<file path="src/rtl/fact_pkg.sv">
// Shared constants and FSM encoding for the factorial controller.
// Optional overflow detection is enabled by defining FACT_OVF_DETECT_EN.
package fact_pkg;
    localparam int          FACT_N_W    = 4;
    localparam int          FACT_DATA_W = 32;
    localparam int unsigned FACT_ONE    = 1;

    typedef logic [1:0] state_t;
    localparam state_t ST_IDLE = 2'd0;
    localparam state_t ST_LOAD = 2'd1;
    localparam state_t ST_RUN  = 2'd2;
    localparam state_t ST_DONE = 2'd3;
endpackage

</file>
<file path="src/rtl/fact_ctrl_if.sv">
// Bundle of user-side request/result signals and down-counter strobes.
// slave: the controller; master: the user logic plus the counter.
interface fact_ctrl_if
    import fact_pkg::*;
#(
    parameter int N_W    = FACT_N_W,
    parameter int DATA_W = FACT_DATA_W
);
    logic              go;
    logic [N_W-1:0]    n;
    logic [N_W-1:0]    cnt_in;
    logic [N_W-1:0]    cnt_n;
    logic              LD_CNT;
    logic              CNT_EN;
    logic [DATA_W-1:0] product;
    logic              busy;
    logic              done;
    logic              ovf;

    modport slave (
        input  go, n, cnt_in,
        output cnt_n, LD_CNT, CNT_EN, product, busy, done, ovf
    );

    modport master (
        output go, n, cnt_in,
        input  cnt_n, LD_CNT, CNT_EN, product, busy, done, ovf
    );
endinterface

</file>
<file path="src/rtl/fact_prod_reg.sv">
// Product register: init-to-one, multiply-by-count, optional overflow compare.
// FACT_OVF_DETECT_EN adds the sticky ovf flag and the early-exit indication.
module fact_prod_reg
    import fact_pkg::*;
#(
    parameter int N_W    = FACT_N_W,
    parameter int DATA_W = FACT_DATA_W
) (
    input  logic              clk,
    input  logic              rst_n,
    input  logic              init_i,
    input  logic              mul_en_i,
    input  logic [N_W-1:0]    cnt_i,
    output logic [DATA_W-1:0] product_o,
    output logic              ovf_o,
    output logic              ovf_now_o
);
    logic [DATA_W-1:0] product_q, product_d;
    logic [DATA_W-1:0] mul_lo;

`ifdef FACT_OVF_DETECT_EN
    logic [DATA_W+N_W-1:0] mul_full;
    logic                  ovf_q, ovf_d;

    assign mul_full  = {{N_W{1'b0}}, product_q} * {{DATA_W{1'b0}}, cnt_i};
    assign mul_lo    = mul_full[DATA_W-1:0];
    assign ovf_now_o = mul_en_i & (|mul_full[DATA_W+N_W-1:DATA_W]);

    always_comb begin
        ovf_d = ovf_q;
        if (init_i)         ovf_d = 1'b0;
        else if (ovf_now_o) ovf_d = 1'b1;
    end

    always_ff @(posedge clk or negedge rst_n) begin
        if (!rst_n) ovf_q <= 1'b0;
        else        ovf_q <= ovf_d;
    end

    assign ovf_o = ovf_q;
`else
    // Without detection the product simply wraps modulo 2^DATA_W.
    assign mul_lo    = product_q * {{(DATA_W-N_W){1'b0}}, cnt_i};
    assign ovf_now_o = 1'b0;
    assign ovf_o     = 1'b0;
`endif

    always_comb begin
        product_d = product_q;
        if (init_i)        product_d = DATA_W'(FACT_ONE);
        else if (mul_en_i) product_d = mul_lo;
    end

    always_ff @(posedge clk or negedge rst_n) begin
        if (!rst_n) product_q <= '0;
        else        product_q <= product_d;
    end

    assign product_o = product_q;
endmodule

</file>
<file path="src/rtl/fact_ctrl.sv">
// Factorial controller: drives LD_CNT/CNT_EN into a down-counter, accumulates n!.
// Optional overflow early-exit when FACT_OVF_DETECT_EN is defined.
module fact_ctrl
    import fact_pkg::*;
#(
    parameter int N_W    = FACT_N_W,
    parameter int DATA_W = FACT_DATA_W
) (
    input  logic        clk,
    input  logic        rst_n,
    fact_ctrl_if.slave  bus
);
    state_t         state_q, state_d;
    logic [N_W-1:0] cnt_n_q, cnt_n_d;
    logic           mul_en;
    logic           ovf_now;

    // A returned count of 0 or 1 ends the run; 0 is treated like 1.
    assign mul_en = (state_q == ST_RUN) && (bus.cnt_in > N_W'(1));

    always_comb begin
        state_d = state_q;
        cnt_n_d = cnt_n_q;
        case (state_q)
            ST_IDLE: begin
                if (bus.go) begin
                    state_d = ST_LOAD;
                    cnt_n_d = bus.n;
                end
            end
            ST_LOAD: state_d = ST_RUN;
            ST_RUN:  if (!mul_en || ovf_now) state_d = ST_DONE;
            ST_DONE: state_d = ST_IDLE;
            default: state_d = ST_IDLE;
        endcase
    end

    always_ff @(posedge clk or negedge rst_n) begin
        if (!rst_n) begin
            state_q <= ST_IDLE;
            cnt_n_q <= '0;
        end else begin
            state_q <= state_d;
            cnt_n_q <= cnt_n_d;
        end
    end

    fact_prod_reg #(
        .N_W    (N_W),
        .DATA_W (DATA_W)
    ) u_prod (
        .clk       (clk),
        .rst_n     (rst_n),
        .init_i    (state_q == ST_LOAD),
        .mul_en_i  (mul_en),
        .cnt_i     (bus.cnt_in),
        .product_o (bus.product),
        .ovf_o     (bus.ovf),
        .ovf_now_o (ovf_now)
    );

    assign bus.cnt_n  = cnt_n_q;
    assign bus.LD_CNT = (state_q == ST_LOAD);
    assign bus.CNT_EN = mul_en;
    assign bus.busy   = (state_q != ST_IDLE);
    assign bus.done   = (state_q == ST_DONE);
endmodule

</file>
<file path="src/flat_wrapper.sv">
// flat-port wrapper written by rule: the top's interface ports become plain ports
module fact_ctrl_flat import fact_pkg::*;
#(
    parameter int N_W    = FACT_N_W,
    parameter int DATA_W = FACT_DATA_W
)
  (clk, rst_n, bus_go, bus_n, bus_cnt_in, bus_cnt_n, bus_LD_CNT, bus_CNT_EN, bus_product, bus_busy, bus_done, bus_ovf);
  fact_ctrl_if #(.N_W(N_W), .DATA_W(DATA_W)) bus_i ();
  input  logic clk;
  input  logic rst_n;
  input wire logic [$bits(bus_i.go)-1:0] bus_go;
  input wire logic [$bits(bus_i.n)-1:0] bus_n;
  input wire logic [$bits(bus_i.cnt_in)-1:0] bus_cnt_in;
  output wire logic [$bits(bus_i.cnt_n)-1:0] bus_cnt_n;
  output wire logic [$bits(bus_i.LD_CNT)-1:0] bus_LD_CNT;
  output wire logic [$bits(bus_i.CNT_EN)-1:0] bus_CNT_EN;
  output wire logic [$bits(bus_i.product)-1:0] bus_product;
  output wire logic [$bits(bus_i.busy)-1:0] bus_busy;
  output wire logic [$bits(bus_i.done)-1:0] bus_done;
  output wire logic [$bits(bus_i.ovf)-1:0] bus_ovf;
  assign bus_i.go = bus_go;
  assign bus_i.n = bus_n;
  assign bus_i.cnt_in = bus_cnt_in;
  assign bus_cnt_n = bus_i.cnt_n;
  assign bus_LD_CNT = bus_i.LD_CNT;
  assign bus_CNT_EN = bus_i.CNT_EN;
  assign bus_product = bus_i.product;
  assign bus_busy = bus_i.busy;
  assign bus_done = bus_i.done;
  assign bus_ovf = bus_i.ovf;
  fact_ctrl #(.N_W(N_W), .DATA_W(DATA_W)) u_core (.clk(clk), .rst_n(rst_n), .bus(bus_i));
endmodule
</file>
<file path="config.mk">
export PLATFORM = sky130hd
export DESIGN_NAME = fact_ctrl_flat
export DESIGN_NICKNAME = d
export VERILOG_FILES = /design/src/rtl/fact_pkg.sv /design/src/rtl/fact_ctrl_if.sv /design/src/rtl/fact_prod_reg.sv /design/src/rtl/fact_ctrl.sv /design/src/flat_wrapper.sv
export SDC_FILE = /design/constraint.sdc
export NUM_CORES = 1
export LEC_CHECK = 0
export CAP_MARGIN = 30
export CORE_MARGIN = 2
export CORE_UTILIZATION = 45
export DETAILED_ROUTE_END_ITERATION = 6
export MAX_ROUTING_LAYER = met4
export PLACE_DENSITY = 0.67
export SYNTH_ARGS = -nofsm -noshare
export SYNTH_HDL_FRONTEND = slang
export SYNTH_SLANG_ARGS = --single-unit
</file>
<file path="constraint.sdc">
create_clock -name clk -period 6.52 [get_ports clk]
set_clock_uncertainty 0.2 [all_clocks]
set_input_delay 1.304 -clock clk [delete_from_list [all_inputs] [get_ports clk]]
set_output_delay 1.304 -clock clk [all_outputs]
set_load 0.05 [all_outputs]
</file>
; ---- After elaboration in Yosys (flattened, before gate mapping)
; Index checks and enable logic that the tools add are counted.
; W data, S select, Z words.
[op_classes]
n_addsub = 0
n_mul = 1
div = 0
order_cmp = 1
eq_ne = 5
shifts = 0
muxes = 5
bitwise = 0
n_reduce_logical = 6
[op_table]
columns = cell, count
row1 = $mux W32, 2
row2 = $mul A32 B4 Y32, 1
row3 = $pmux W2 S4, 1
row4 = $eq A2 B2 Y1 const B, 2
row5 = $gt A4 B1 Y1 const B, 1
row6 = $mux W2, 2
row7 = $ne A2 B2 Y1 const B, 2
row8 = $reduce_and A2 Y1, 2
row9 = $reduce_bool A2 Y1, 2
row10 = $eq A2 B1 Y1 const B, 1
row11 = $logic_not A2 Y1, 1
row12 = $logic_and A1 B1 Y1, 1
[word_totals]
regBits = 38
latch_bits = 0
ram_bits = 0
rom_bits = 0
input_bits = 11
output_inout_bits = 41
n_memories = 0

; ---- Logic depth before layout (Yosys ltp)
[depth]
depth_word = 4
mapped_depth = 17
depth_no_buf = 14

; ---- By module
; A second synthesis with hierarchy kept.
[hier_totals]
hier_cells = 688
hier_area_um2 = 5646.7
[modules_own_cells]
columns = mod, n_inst, cells_per_inst, area_each_um2, seq_area_each_um2
row1 = fact_prod_reg, 1, 664, 5335.1, 800.8
row2 = fact_ctrl, 1, 24, 311.5, 150.1

; ---- Worst setup path before layout
; Ideal clock, no wire load.
[synth_path]
path_kind = in2reg
startpoint = input port bus_cnt_in[3]
endpoint = register u_core.u_prod.product_q[30] (netlist: u_core.u_prod.product_o[30])
setup_time_ns = 0.128
arrival_time_ns = 4.777
required_time_ns = 6.192
path_slack_ns = 1.416
path_stages = 15
cell_sequence = clkbuf_1 clkbuf_1 nand2_1 fa_1 fa_1 inv_1 fa_1 a21o_1 a221oi_2 nand2b_4 o31ai_4 a31o_4 a221oi_2 or4b_1 o211ai_2
[synth_via]
elab_chain_len = 3
[synth_lines]
columns = element, line_no
row1 = start: declaration, flat_wrapper.sv:13  ; input wire logic [$bits(bus_i.cnt_in)-1:0] bus_cnt_in;
row2 = $mul A32 B4 Y32 / $gt A4 B1 Y1 (equally long branches), "fact_prod_reg.sv:43, fact_ctrl.sv:19"
row3 = $mux W32 / $logic_and A1 B1 Y1 (equally long branches), "fact_prod_reg.sv:51, fact_ctrl.sv:19"
row4 = $mux W32 / $reduce_bool A2 Y1 (equally long branches), n/a
row5 = end signal: assignment, fact_prod_reg.sv:56  ; else product_q <= product_d;
row6 = end: declaration, fact_prod_reg.sv:18  ; logic [DATA_W-1:0] product_q, product_d;
; Parallel ways exist; a longest one is shown, timed or not. The select of a mux whose other input is x is not followed.
; A chain may end at the register's enable or synchronous reset.

; ---- Worst setup path after layout
[layout_path]
startpoint = input port bus_cnt_in[3]
endpoint = register u_core.u_prod.product_q[26] (netlist: u_core.u_prod.product_o[26])
; The elaborated chain is that of the path after synthesis.

==> impl_results.md <==
- First-pass GRT wire length: 23,340 um
- Total CTS buffers: 5
- Layout cells sized above 1: 0.04848
- Pin count of the biggest net entering global routing: 39
- Met2 Usage GRT: 0.3867
- Post-synth EDFFs: 0
- DR iter-0 viols: ~170
- Startpoint Class: input pin
- Leakage: roughly 3.1 nW
- Comb power frac: 0.730
- Starting Density: 0.4613
- Final ANT Viol Nets: 0
- Final nets: between 800 and 900
- Worst Path Max Fanout: 16
- Top-count cell post-synth: inv_1
- Dpl ws: slightly above 500 ps
- Via count: ~4,700
- Final Hold Vio Count: 0
- Critical path cell sequence: clkdlybuf4s50_1 -> buf_4 -> and2_1 -> fa_1 -> inv_1 -> fa_1 -> inv_1 -> ha_1 -> a21o_1 -> a21o_1 -> a21oi_1 -> o21ai_0 -> a221oi_1 -> o41ai_4 -> xnor2_1 -> o21ai_0
- Sequential area share after synthesis: 0.1709
- Worst-Skew Late Latency: 280 ps
- Worst endpoint data arrival time: 5780 ps
- Final std cells w/o fill: roughly 900
- Synth Flop Type: dfrtp_1
- Port buffer count: 50
- Min-delay src: u_core.bus.cnt_n[3]
- Top post-synthesis cells by area: fa_1 (21%), dfrtp_1 (17%), and2_1 (9.8%), ha_1 (8.3%), inv_1 (8.0%)
- Worst Path Required: around 6500 ps
- Antenna violations before repair: 0
- Worst Tran Pin Value: between 700 and 800 ps
- Post-layout min period: about 5800 ps
- P_sw: 1.460 mW
- Sequential power share: 0.178
- Number of global-route vias before repair: between 4,000 and 5,000
- Pwr dens: about 410 mW/mm^2
- Max VDD drop: 0.0003084 V
- Clock power frac: 0.092
- Final Setup Violations: 0
- Yosys top cell area share: 0.2051
- Clock buffer depth: 2
- Post-Syn Area: between 0.005 and 0.006 sq mm
- Ports: 52
- Die footprint: 0.01327 sq mm
- Crit end category: register
- Yosys cell types: 53
- Root buffer cell: clkbuf_16
- Syn Nets: 797
- Tcrit/Tclk final: 0.8876
- Unrepaired setup endpoints after global routing: no
- # rows: 40
- Crit-path leading delay family: compound AO/OA/AOI/OAI gates
- Ys async rst share: 1.000
- Drt wl/cell: about 15 um
- FMAX: roughly 0.17 GHz
- Vias per cell: about 5.3
- Slowest cell on crit path: clkdlybuf4s50_1
- GRT overflow: 0
- Synth Warn #: 0
- Total GRT Usage: 0.2260
- Maximum capacitance violations: 0
- N_diodes: 0
- WP buf/inv: 4
- Die H: 115.2 um
- Die X: between 100 and 150 um
- CTS tree: yes
- Placed Cells: about 880
- Post-synth top area cell: fa_1
- Crit-path max cell delay: between 600 and 700 ps
- Hold Path Class: reg2reg
- Slew Limit Fails: 0
- Final HPWL from detailed placement: slightly above 10,000 um
- Avg Cell Area, Syn: between 8 and 9 sq um
- Hold slack final: 307.4 ps
- CTS Hold Bufs: 0
- Reg clk slew, reported paths: roughly 60 ps
- Slack of the critical path: 733.1 ps
- Reg-to-Reg Start: u_core.u_prod.product_o[3]
- R2R depth: 14
- Most Crowded Layer GR: met2
- Area Growth Syn to Fin: 13.56%
- Cells resized by post-CTS repair: 0
- CTS H-tree lvls: 2
- Setup bufs post-CTS: 0
- Setup_tns: 0 ps
- Routability cong.: just over 0.9
- Clock sinks: 38
- Post-Synthesis Cells: between 600 and 700
- Slew headroom: 0.4742
- Number of cells on the critical path: 16
- Cell internal pwr: 1.142 mW
- DRT Wirelength: around 14,000 um
- Hold Crit Depth: 1
- Met3 Track Usage GR: 0.02214
- DRT Pass-1 Iters: 4
- Status: finished, final reports clean
- Core area: 0.01206 sq mm
- # fillers: 1,197
- WS Path Type: in2reg
- Yosys reg bits: 38
- Post-synth top cells: inv_1 (118), nand2_1 (102), and2_1 (87)
- CP startpoint: bus_cnt_in[3]
- DRC: 0
- Sw frac: 0.5612
- GR Util met1: 0.2917
-- sequential cells by signal, indices dropped and copies added (netlist names) --
register / count
u_core.state_q: 2
u_core.u_prod.product_o: 32
u_core.bus.cnt_n: 4
-- stage by stage --
step	power [mW]	cell area [sq um]	util
after floorplan	1.858	5564	-
after global placement	2.324	6163	0.5110
after detailed placement	2.364	6163	0.5110
after CTS	2.617	6299	0.5222
after global routing	2.838	6319	0.5239
final	2.602	6319	0.5239
-- cells by family after synthesis --
logic type	Yosys count	share of synthesized area
buffers and inverters	153	0.1106
adders and majority gates	94	0.2883
muxes	7	0.01349
other	1	0.0006740
AOI/OAI and AO/OA	121	0.1477
DFF	38	0.1709
and+or+nand+nor	251	0.2258
xor gates and xnor gates	27	0.04250
-- path summary, 6_finish.rpt --
path | to | slack [ps]
setup / recovery | u_core.u_prod.product_o[26] | 730
max in group asynchronous | u_core.u_prod.product_o[1] | 5110
min in group asynchronous | u_core.u_prod.product_o[22] | 600
setup reg to reg | u_core.u_prod.product_o[31] | 2180
hold / removal | u_core.bus.cnt_n[3] | 310
hold reg to reg | u_core.bus.cnt_n[3] | 310
-- power groups by stage --
stage	clock (mW)	sequential, mW	combinational, mW
floorplan	0	0.727	1.13
global placement	0	0.464	1.86
detailed placement	0	0.467	1.90
CTS	0.243	0.464	1.91
global route	0.254	0.484	2.10
finish	0.239	0.463	1.90
-- worst register-to-register path, cell delays in order, from the launching register on --
cell	delay, ps
dfrtp_1	430
and2_1	200
fa_1	530
inv_1	50
fa_1	530
inv_1	40
ha_1	350
a21o_1	200
a31o_2	240
o21ai_0	320
a31oi_1	250
a221oi_2	440
a21oi_1	150
xnor2_1	150
o21ai_0	170
-- cells in the final DEF (no fill, tap or decap), types with 8 or more instances in the layout --
master / instances
a21o_1: 13
a21oi_1: 47
and2_1: 87
clkdlybuf4s50_1: 49
dfrtp_1: 38
fa_1: 57
ha_1: 37
inv_1: 118
nand2_1: 102
nand3_1: 8
nor2_1: 24
nor3_1: 8
o21ai_0: 19
xnor2_1: 18
xor2_1: 9
-- layout make-up --
type	count	area, sq um	share of cell area
multi-input combinational	501	4011	0.6349
clock buffer	5	125.1	0.01980
timing repair buffer	58	568.0	0.08990
inverter	118	442.9	0.07010
clock inverter	2	10.01	0.001584
sequential	38	950.9	0.1505
tap	168	210.2	0.03327
-- metal layers --
| layer | routed length (um) | share of wire |
|---|---|---|
| met1 | 6000 | 0.44 |
| met2 | 6804 | 0.50 |
| met3 | 629 | 0.046 |
| met4 | 161 | 0.012 |
| met5 | 0 | 0 |
No activity file was read; power rests on OpenSTA's default activity.
